## src/rtl/window_level_meter.sv

```systemverilog
// rtl/window_level_meter.sv - windowed peak / mean-magnitude / clip level meter
// Consumes one window of 2^LOG2_WIN signed samples and publishes its level statistics.
module window_level_meter #(
    parameter int                DATA_W      = 24,
    parameter int                LOG2_WIN    = 8,
    parameter logic [DATA_W-1:0] CLIP_THRESH = 24'h7FF000
) (
    input  logic              clk_i,
    input  logic              rst_i,
    input  logic [DATA_W-1:0] sample_data_i,
    input  logic              sample_valid_i,
    output logic              sample_ready_o,
    input  logic              buffer_ready_i,
    output logic [DATA_W-1:0] peak_o,
    output logic [DATA_W-1:0] mean_abs_o,
    output logic              clip_o,
    output logic              level_valid_o
);

    localparam int ACC_W = DATA_W + LOG2_WIN;

    localparam logic [DATA_W-1:0]   MOST_NEG = {1'b1, {(DATA_W-1){1'b0}}};
    localparam logic [DATA_W-1:0]   MOST_POS = {1'b0, {(DATA_W-1){1'b1}}};
    localparam logic [LOG2_WIN-1:0] CNT_ONE  = LOG2_WIN'(1);
    localparam logic [LOG2_WIN-1:0] CNT_LAST = '1;

    typedef enum logic [1:0] {
        IDLE    = 2'd0,
        ACCUM   = 2'd1,
        PUBLISH = 2'd2
    } state_t;

    state_t state, state_next;

    logic [ACC_W-1:0]    acc;
    logic [DATA_W-1:0]   peak;
    logic                clip;
    logic [LOG2_WIN-1:0] cnt;

    logic                accept;
    logic                last_accept;
    logic [DATA_W-1:0]   mag;
    logic [ACC_W-1:0]    acc_next;
    logic [DATA_W-1:0]   peak_next;
    logic                clip_next;

    // -2^(DATA_W-1) has no positive counterpart, so it saturates to the largest positive value
    always_comb begin
        mag = sample_data_i;
        if (sample_data_i[DATA_W-1]) begin
            if (sample_data_i == MOST_NEG) begin
                mag = MOST_POS;
            end else begin
                mag = '0 - sample_data_i;
            end
        end
    end

    assign accept      = sample_valid_i && sample_ready_o;
    assign last_accept = accept && (cnt == CNT_LAST);
    assign acc_next    = acc + {{LOG2_WIN{1'b0}}, mag};
    assign peak_next   = (mag > peak) ? mag : peak;
    assign clip_next   = clip || (mag >= CLIP_THRESH);

    always_ff @(posedge clk_i) begin
        if (rst_i) begin
            state <= IDLE;
        end else begin
            state <= state_next;
        end
    end

    always_comb begin
        state_next = state;
        case (state)
            IDLE:    if (buffer_ready_i) state_next = ACCUM;
            ACCUM:   if (last_accept) state_next = PUBLISH;
            PUBLISH: state_next = IDLE;
            default: state_next = IDLE;
        endcase
    end

    always_comb begin
        sample_ready_o = (state == ACCUM);
        level_valid_o  = (state == PUBLISH);
    end

    // Published values are loaded on the final accept so they are already stable during the PUBLISH pulse
    always_ff @(posedge clk_i) begin
        if (rst_i) begin
            acc        <= '0;
            peak       <= '0;
            clip       <= 1'b0;
            cnt        <= '0;
            peak_o     <= '0;
            mean_abs_o <= '0;
            clip_o     <= 1'b0;
        end else if (state == IDLE) begin
            acc  <= '0;
            peak <= '0;
            clip <= 1'b0;
            cnt  <= '0;
        end else if (accept) begin
            acc  <= acc_next;
            peak <= peak_next;
            clip <= clip_next;
            cnt  <= cnt + CNT_ONE;
            if (last_accept) begin
                peak_o     <= peak_next;
                mean_abs_o <= acc_next[ACC_W-1:LOG2_WIN];
                clip_o     <= clip_next;
            end
        end
    end

endmodule
```

## config.mk

```make
export PLATFORM = sky130hd
export DESIGN_NAME = window_level_meter
export DESIGN_NICKNAME = d
export VERILOG_FILES = /design/src/rtl/window_level_meter.sv
export SDC_FILE = /design/constraint.sdc
export NUM_CORES = 1
export LEC_CHECK = 0
export CORE_ASPECT_RATIO = 1.5
export CORE_UTILIZATION = 40
export CTS_CLUSTER_DIAMETER = 40
export DETAILED_ROUTE_END_ITERATION = 12
export GPL_TIMING_DRIVEN = 1
export PLACE_DENSITY = 0.62
export SETUP_SLACK_MARGIN = 0.4
export SLEW_MARGIN = 25
export SYNTH_ARGS = -nofsm -noshare
export SYNTH_HDL_FRONTEND = slang
export SYNTH_SLANG_ARGS = --single-unit
export TNS_END_PERCENT = 50
```

## constraint.sdc

```tcl
create_clock -name clk_i -period 6.8 [get_ports clk_i]
set_input_delay 1.36 -clock clk_i [delete_from_list [all_inputs] [get_ports clk_i]]
set_output_delay 1.36 -clock clk_i [all_outputs]
set_load 0.1 [all_outputs]
```

==> results.py, run 1 <==
metrics = {
    "cts": {
        "cts_tree": "built",
        "hold_buffers": 0,
        "cts_buffer_depth": 2,
        "post-cts-setup-buffers": 0,
        "root_buffer": "clkbuf_16",
        "numCtsBuffers": 17,
        "clock_sinks": 116,
        "htreeDepth": 4,
        "clock_latency_ns": 0.42,
        "clk_pin_slew_worst_paths_ns": 0.06,
        "ctsResizeCount": 0,
    },
    "sta": {
        "tightest_slew_ns": 0.9933,
        "setup_violations": 0,
        "drv_slew": 0,
        "max_freq_mhz": 165.9,
        "period_share": 0.8863,
        "fin_worst_skew_ns": 0.01071,
        "maxSlewHeadroom": 0.3357,
        "setup_tns_ns": 0,
        "hold_violations": 0,
        "rsz0062_at_grt": "false",
        "min_period_ns": 6.027,
    },
    "power_and_ir_drop": {
        "power.switching_mw": 0.5056,
        "clkPwrFrac": 0.485,
        "p_per_area_mw_per_mm2": 210.3,
        "p_seq_frac": 0.377,
        "p_int_mw": 1.318,
        "p_comb_frac": 0.138,
        "p_sw_frac": 0.2773,
        "ir_drop_v": 0.0001518,
        "leakagePower_nw": 3.189,
    },
    "setup_path": {
        "cp_top_family": "simple AND/OR/NAND/NOR gates",
        "cp_slowest_cell": "or3_1",
        "start_kind": "input pin",
        "cp_slowest_stage_delay_ns": 0.69,
        "r2r_setup_slack_ns": 3.73,
        "crit_fanout": 17,
        "crit_chain": "clkdlybuf4s50_1, or3_1, or3_1, or3_1, nand2_1, ha_1, inv_1, fa_1, nor2b_1, o31a_1, o21a_1, o21a_1, o2111ai_1, and3_1, or3_1, a311oi_1",
        "crit_path_start": "sample_data_i[3]",
        "end_kind": "flip-flop",
        "critical_path_required_ns": 7.12,
        "r2r-start": "state[0]",
        "cp-endpoint": "mean_abs_o[18]",
        "crit_type": "input pin to flip-flop",
        "cp.arrival_ns": 6.35,
        "crit_cells": 16,
        "reg2reg_depth": 9,
        "r2r_end": "mean_abs_o[16]",
        "crit_top_cell": "or3_1",
        "worst-path-buf-inv": 2,
    },
    "layout": {
        "regArea_sq_mm": 0.002322,
        "fillCellCount": 1715,
        "diodes": 0,
        "drive_gt1_frac": 0.07407,
        "fin_area_sq_mm": 0.008671,
        "final_common_cell": "nand2_1",
        "fin_nets": 1039,
        "area_delta_synth_final_pct": 21.75,
        "layout_common_cells": "127 x nand2_1, 116 x dfxtp_1, 78 x clkdlybuf4s50_1",
        "multiInputGateArea_sq_mm": 0.004441,
    },
    "routing": {
        "drc": 17,
        "wl_per_cell_um": 16.89,
        "firstDrtPassIters": 9,
        "drt_iter0_drc": 399,
        "wl_um": 20020,
        "route.vias.total": 6705,
        "viasPerCell": 5.658,
        "antenna_left": 0,
    },
    "placement": {
        "gp_congestion": 0.8726,
        "dpl_cell_area_sq_mm": 0.008088,
        "dp_hpwl_um": 14420,
        "port_buffers": 78,
    },
    "yosys": {
        "netlist_area_sq_mm": 0.007122,
        "syn_inst": 904,
        "ys_async_sr_fraction": 0,
        "yosysSeqAreaShare": 0.3261,
        "synth-seq-cells": 116,
        "synth_fp_nets": 984,
        "synth_edf_count": 0,
        "syn_avg_cell_area_sq_um": 7.878,
        "synth_cell_types": 63,
        "ys.flop_type": "dfxtp_1",
        "ys_warn_count": 0,
    },
    "die": {
        "ios": 79,
        "dieArea_sq_mm": 0.01835,
        "rows": 59,
        "initial_core_util": 0.4088,
        "die_width_um": 111.0,
        "core-area_sq_mm": 0.01742,
        "dieHeight_um": 165.4,
    },
    "run_status": {
        "violations": "design-rule violations",
        "status": "finished, violations left",
    },
    "grt": {
        "antenna_found_initial": 0,
        "grt_pass1_wl_um": 32220,
        "grt_pass1_vias": 6429,
        "grt_overflow_total": 0,
        "grt_max_degree": 61,
        "grt_use_total": 0.2239,
    },
    "flow_run": {
        "cap_viol_max_count": 0,
    },
    "min_path": {
        "hold_class": "flip-flop to flip-flop",
    },
}
-- cell usage after synthesis, types with 7 or more instances --
cell type  instances  share of area
a211oi_1           9         0.0095
a21o_1            20          0.021
a21oi_1           71          0.050
a311oi_1           9          0.011
a31oi_1            8         0.0070
and3_1             9         0.0079
and4_1             7         0.0086
clkbuf_1          56          0.030
dfxtp_1          116           0.33
ha_1              51          0.090
inv_1             33          0.017
mux2i_1           10          0.014
nand2_1          127          0.067
nand3_1           38          0.027
nand4_1           21          0.018
nor2_1            56          0.030
nor2b_1            9         0.0079
nor3_1             7         0.0049
nor4_1             7         0.0061
o211ai_1          17          0.018
o21a_1            11          0.012
o21ai_0           44          0.031
o31ai_1           25          0.026
or3_1             18          0.016
xnor2_1           13          0.016
xor2_1            28          0.034
-- flip-flops by register name, indices dropped and copies added, names as in the netlist --
register and flops:
acc 32, mean_abs_o 24, peak 24, peak_o 24, cnt 8, state 2, clip 1, clip_o 1
-- cell type report --
cell class	count	share of cell area
Clock inverter	15	0.01818
Timing Repair Buffer	98	0.1074
Tap cell	213	0.03074
Sequential cell	116	0.2678
Clock buffer	17	0.04906
Inverter	34	0.01472
Multi-Input combinational cell	692	0.5121
-- per-layer routing --
layer  GRT usage  wire, um  vias up
met5           0         0        -
met4     0.09714       529        0
met3     0.02956       727       40
met2      0.4145     10130      171
met1      0.2579      8632     3110
li1            -         -     3384
-- per-stage QoR --
stage | util | power (mW) | cells | worst slack (ns) | hold slack [ns]
2_1_floorplan | - | 0.8679 | 904 | 1.329 | 0.4268
3_3_place_gp | 0.4642 | 0.9486 | 1153 | 0.3779 | 0.4388
3_5_place_dp | 0.4642 | 0.9493 | 1153 | 0.3385 | 0.4440
4_1_cts | 0.4977 | 1.834 | 1185 | 0.7551 | 0.4523
5_1_grt | 0.4977 | 1.893 | 1185 | 0.4831 | 0.4598
6_report | 0.4977 | 1.823 | 1185 | 0.7734 | 0.4539
-- worst min path at each step --
stage,depth (start not counted),to,from,slack (ns)
3_5_place_dp,2,peak_o[8],peak_o[8],0.44
2_1_floorplan,2,acc[10],acc[10],0.43
3_3_place_gp,2,acc[14],acc[14],0.44
5_1_grt,2,acc[10],acc[10],0.46
4_1_cts,2,peak_o[8],peak_o[8],0.45
6_report,2,mean_abs_o[3],mean_abs_o[3],0.45
-- power groups by stage --
stage	combinational (mW)	clock (mW)	sequential [mW]
detailed placement	0.247	0	0.702
CTS	0.249	0.898	0.687
global route	0.278	0.928	0.687
floorplan	0.167	0	0.701
global placement	0.247	0	0.702
finish	0.251	0.885	0.687
-- cell families after synthesis --
logic type | Yosys count | share of synthesized area
simple gates | 334 | 0.2287
fa+ha+maj | 52 | 0.09241
xor+xnor | 41 | 0.05042
compound gates | 253 | 0.2319
buf+inv | 96 | 0.05288
flops | 116 | 0.3261
mux | 12 | 0.01757
-- worst register-to-register path, cell delays in order (launching register included) --
cell,delay [ns]
dfxtp_1,0.42
nor2b_1,0.25
and2_1,0.16
buf_4,0.31
and3_1,0.26
and3_2,0.79
buf_4,0.41
nand3_1,0.12
mux2i_1,0.17
a31o_2,0.12
No activity file was read; power rests on OpenSTA's default activity.
==> inputs of run 2 (changes only) <==
--- a/config.mk
+++ b/config.mk
@@ -7,6 +7,7 @@
 export LEC_CHECK = 0
 export CORE_ASPECT_RATIO = 1.5
 export CORE_UTILIZATION = 40
+export CTS_BUF_LIST = sky130_fd_sc_hd__clkbuf_4 sky130_fd_sc_hd__clkbuf_8
 export CTS_CLUSTER_DIAMETER = 40
 export DETAILED_ROUTE_END_ITERATION = 12
 export GPL_TIMING_DRIVEN = 1
==> run 2 against run 1 <==
The run still ends with design-rule violations left. Sequential power about the same. Wire length down 0.23%. Worst hold slack gained 0.0027 ns. Largest cell class unchanged. Critical path type unchanged. Largest power group is now registers.
==> results.py, run 2 (synthesis results as in run 1) <==
metrics = {
    "run_status": {
        "status": "finished, violations left",
        "violations": "design-rule violations",
    },
    "grt": {
        "grt_use_total": 0.2222,
        "grtUsageMet3": 0.02883,
        "grt_pass1_vias": 6431,
        "met2_usage": 0.3965,
        "grt_max_degree": 61,
        "grt_busiest_layer": "met2",
        "met1_usage": 0.2599,
        "grt_overflow_total": 0,
        "antenna_found_initial": 0,
        "grt_pass1_wl_um": 32000,
    },
    "placement": {
        "port_buffers": 78,
        "dp_hpwl_um": 14420,
        "gp_congestion": 0.8726,
    },
    "power_and_ir_drop": {
        "ir_drop_v": 0.00008945,
        "p_comb_frac": 0.159,
        "p_sw_frac": 0.3010,
        "leakagePower_nw": 3.102,
        "p_per_area_mw_per_mm2": 186.1,
        "power.switching_mw": 0.4749,
        "p_seq_frac": 0.435,
        "p_int_mw": 1.103,
        "clkPwrFrac": 0.406,
    },
    "cts": {
        "numCtsBuffers": 17,
        "clock_latency_ns": 0.44,
        "clock_sinks": 116,
        "clk_pin_slew_worst_paths_ns": 0.07,
        "hold_buffers": 0,
        "htreeDepth": 4,
        "cts_tree": "built",
        "cts_buffer_depth": 2,
        "post-cts-setup-buffers": 0,
        "ctsResizeCount": 0,
        "root_buffer": "clkbuf_8",
    },
    "sta": {
        "setup_tns_ns": 0,
        "min_period_ns": 6.000,
        "hold_violations": 0,
        "tightest_slew_ns": 1.037,
        "fin_worst_skew_ns": 0.01231,
        "maxSlewHeadroom": 0.3015,
        "timing.hold.ws_ns": 0.4565,
        "drv_slew": 0,
        "max_freq_mhz": 166.7,
        "setup_violations": 0,
        "period_share": 0.8823,
        "rsz0062_at_grt": "false",
    },
    "routing": {
        "viasPerCell": 5.669,
        "wl_per_cell_um": 16.85,
        "drc": 17,
        "firstDrtPassIters": 9,
        "drt_iter0_drc": 372,
        "wl_um": 19970,
        "route.vias.total": 6718,
        "antenna_left": 0,
    },
    "die": {
        "initial_core_util": 0.4088,
        "dieArea_sq_mm": 0.01835,
        "dieHeight_um": 165.4,
        "ios": 79,
        "die_width_um": 111.0,
        "rows": 59,
        "core-area_sq_mm": 0.01742,
    },
    "layout": {
        "drive_gt1_frac": 0.07407,
        "fin_util": 0.4867,
        "fin_nets": 1039,
        "area_delta_synth_final_pct": 19.06,
        "diodes": 0,
        "top_register": "acc",
        "layout_common_cells": "127 x nand2_1, 116 x dfxtp_1, 78 x clkdlybuf4s50_1",
        "final_common_cell": "nand2_1",
        "largest_register_ffs": 32,
    },
    "setup_path": {
        "cp_slowest_cell": "or3_1",
        "cp.arrival_ns": 6.34,
        "crit_chain": "clkdlybuf4s50_1, or3_1, or3_1, or3_1, nand2_1, ha_1, inv_1, fa_1, nor2b_1, o31a_1, o21a_1, o21a_1, o2111ai_1, and3_1, or3_1, a311oi_1",
        "worst-path-buf-inv": 2,
        "start_kind": "input pin",
        "cp_slowest_stage_delay_ns": 0.69,
        "cp_top_family": "simple AND/OR/NAND/NOR gates",
        "crit_fanout": 17,
        "r2r_setup_slack_ns": 3.72,
        "end_kind": "flip-flop",
        "crit_type": "input pin to flip-flop",
        "crit_top_cell": "or3_1",
        "critical_path_required_ns": 7.14,
    },
    "flow_run": {
        "cap_viol_max_count": 0,
    },
    "min_path": {
        "hold_class": "flip-flop to flip-flop",
    },
}
==> run 2: cell count changes in the layout (fill, tap and decap cells not counted) <==
cell / delta
clkbuf_16: -17
clkbuf_8: +17
==> run 2: tightest hold or removal path, stage by stage, from the launching register on <==
cell and delay [ns]:
dfxtp_1 0.31, nand2_1 0.05, a21oi_1 0.05
==> run 2: final timing paths <==
kind / start / end / depth (start not counted)
min: mean_abs_o[3] / mean_abs_o[3] / 2
max: sample_data_i[3] / mean_abs_o[18] / 16
min reg2reg: mean_abs_o[3] / mean_abs_o[3] / 2
max reg2reg: state[0] / peak_o[16] / 8
==> run 2: power by group through the flow <==
stage,registers [mW],logic (mW),clock network (mW)
after floorplan,0.701,0.167,0
after global placement,0.702,0.247,0
after detailed placement,0.702,0.247,0
after CTS,0.686,0.249,0.657
after global routing,0.687,0.277,0.686
final,0.686,0.251,0.641
==> run 2: routing by layer <==
layer  vias up  part of all wire
met4         0             0.037
li1       3388                 -
met1      3121              0.43
met2       167              0.49
met3        42             0.037
met5         -                 0
==> run 2: layout make-up <==
type | count | area (sq um)
multi-input combinational | 692 | 4441
sequential | 116 | 2322
fill | 1746 | 8942
timing repair buffer | 98 | 930.9
clock buffer | 17 | 234.0
inverter | 34 | 127.6
tap | 213 | 266.5
clock inverter | 15 | 157.7
==> run 2: through the flow <==
stage | power [mW] | std cells | instance area (sq um) | setup WS (ns)
final | 1.578 | 1185 | 8479 | 0.8003
after global routing | 1.650 | 1185 | 8479 | 0.4856
after CTS | 1.591 | 1185 | 8479 | 0.7941
after detailed placement | 0.9493 | 1153 | 8088 | 0.3385
after global placement | 0.9486 | 1153 | 8088 | 0.3779
after floorplan | 0.8679 | 904 | 7122 | 1.329
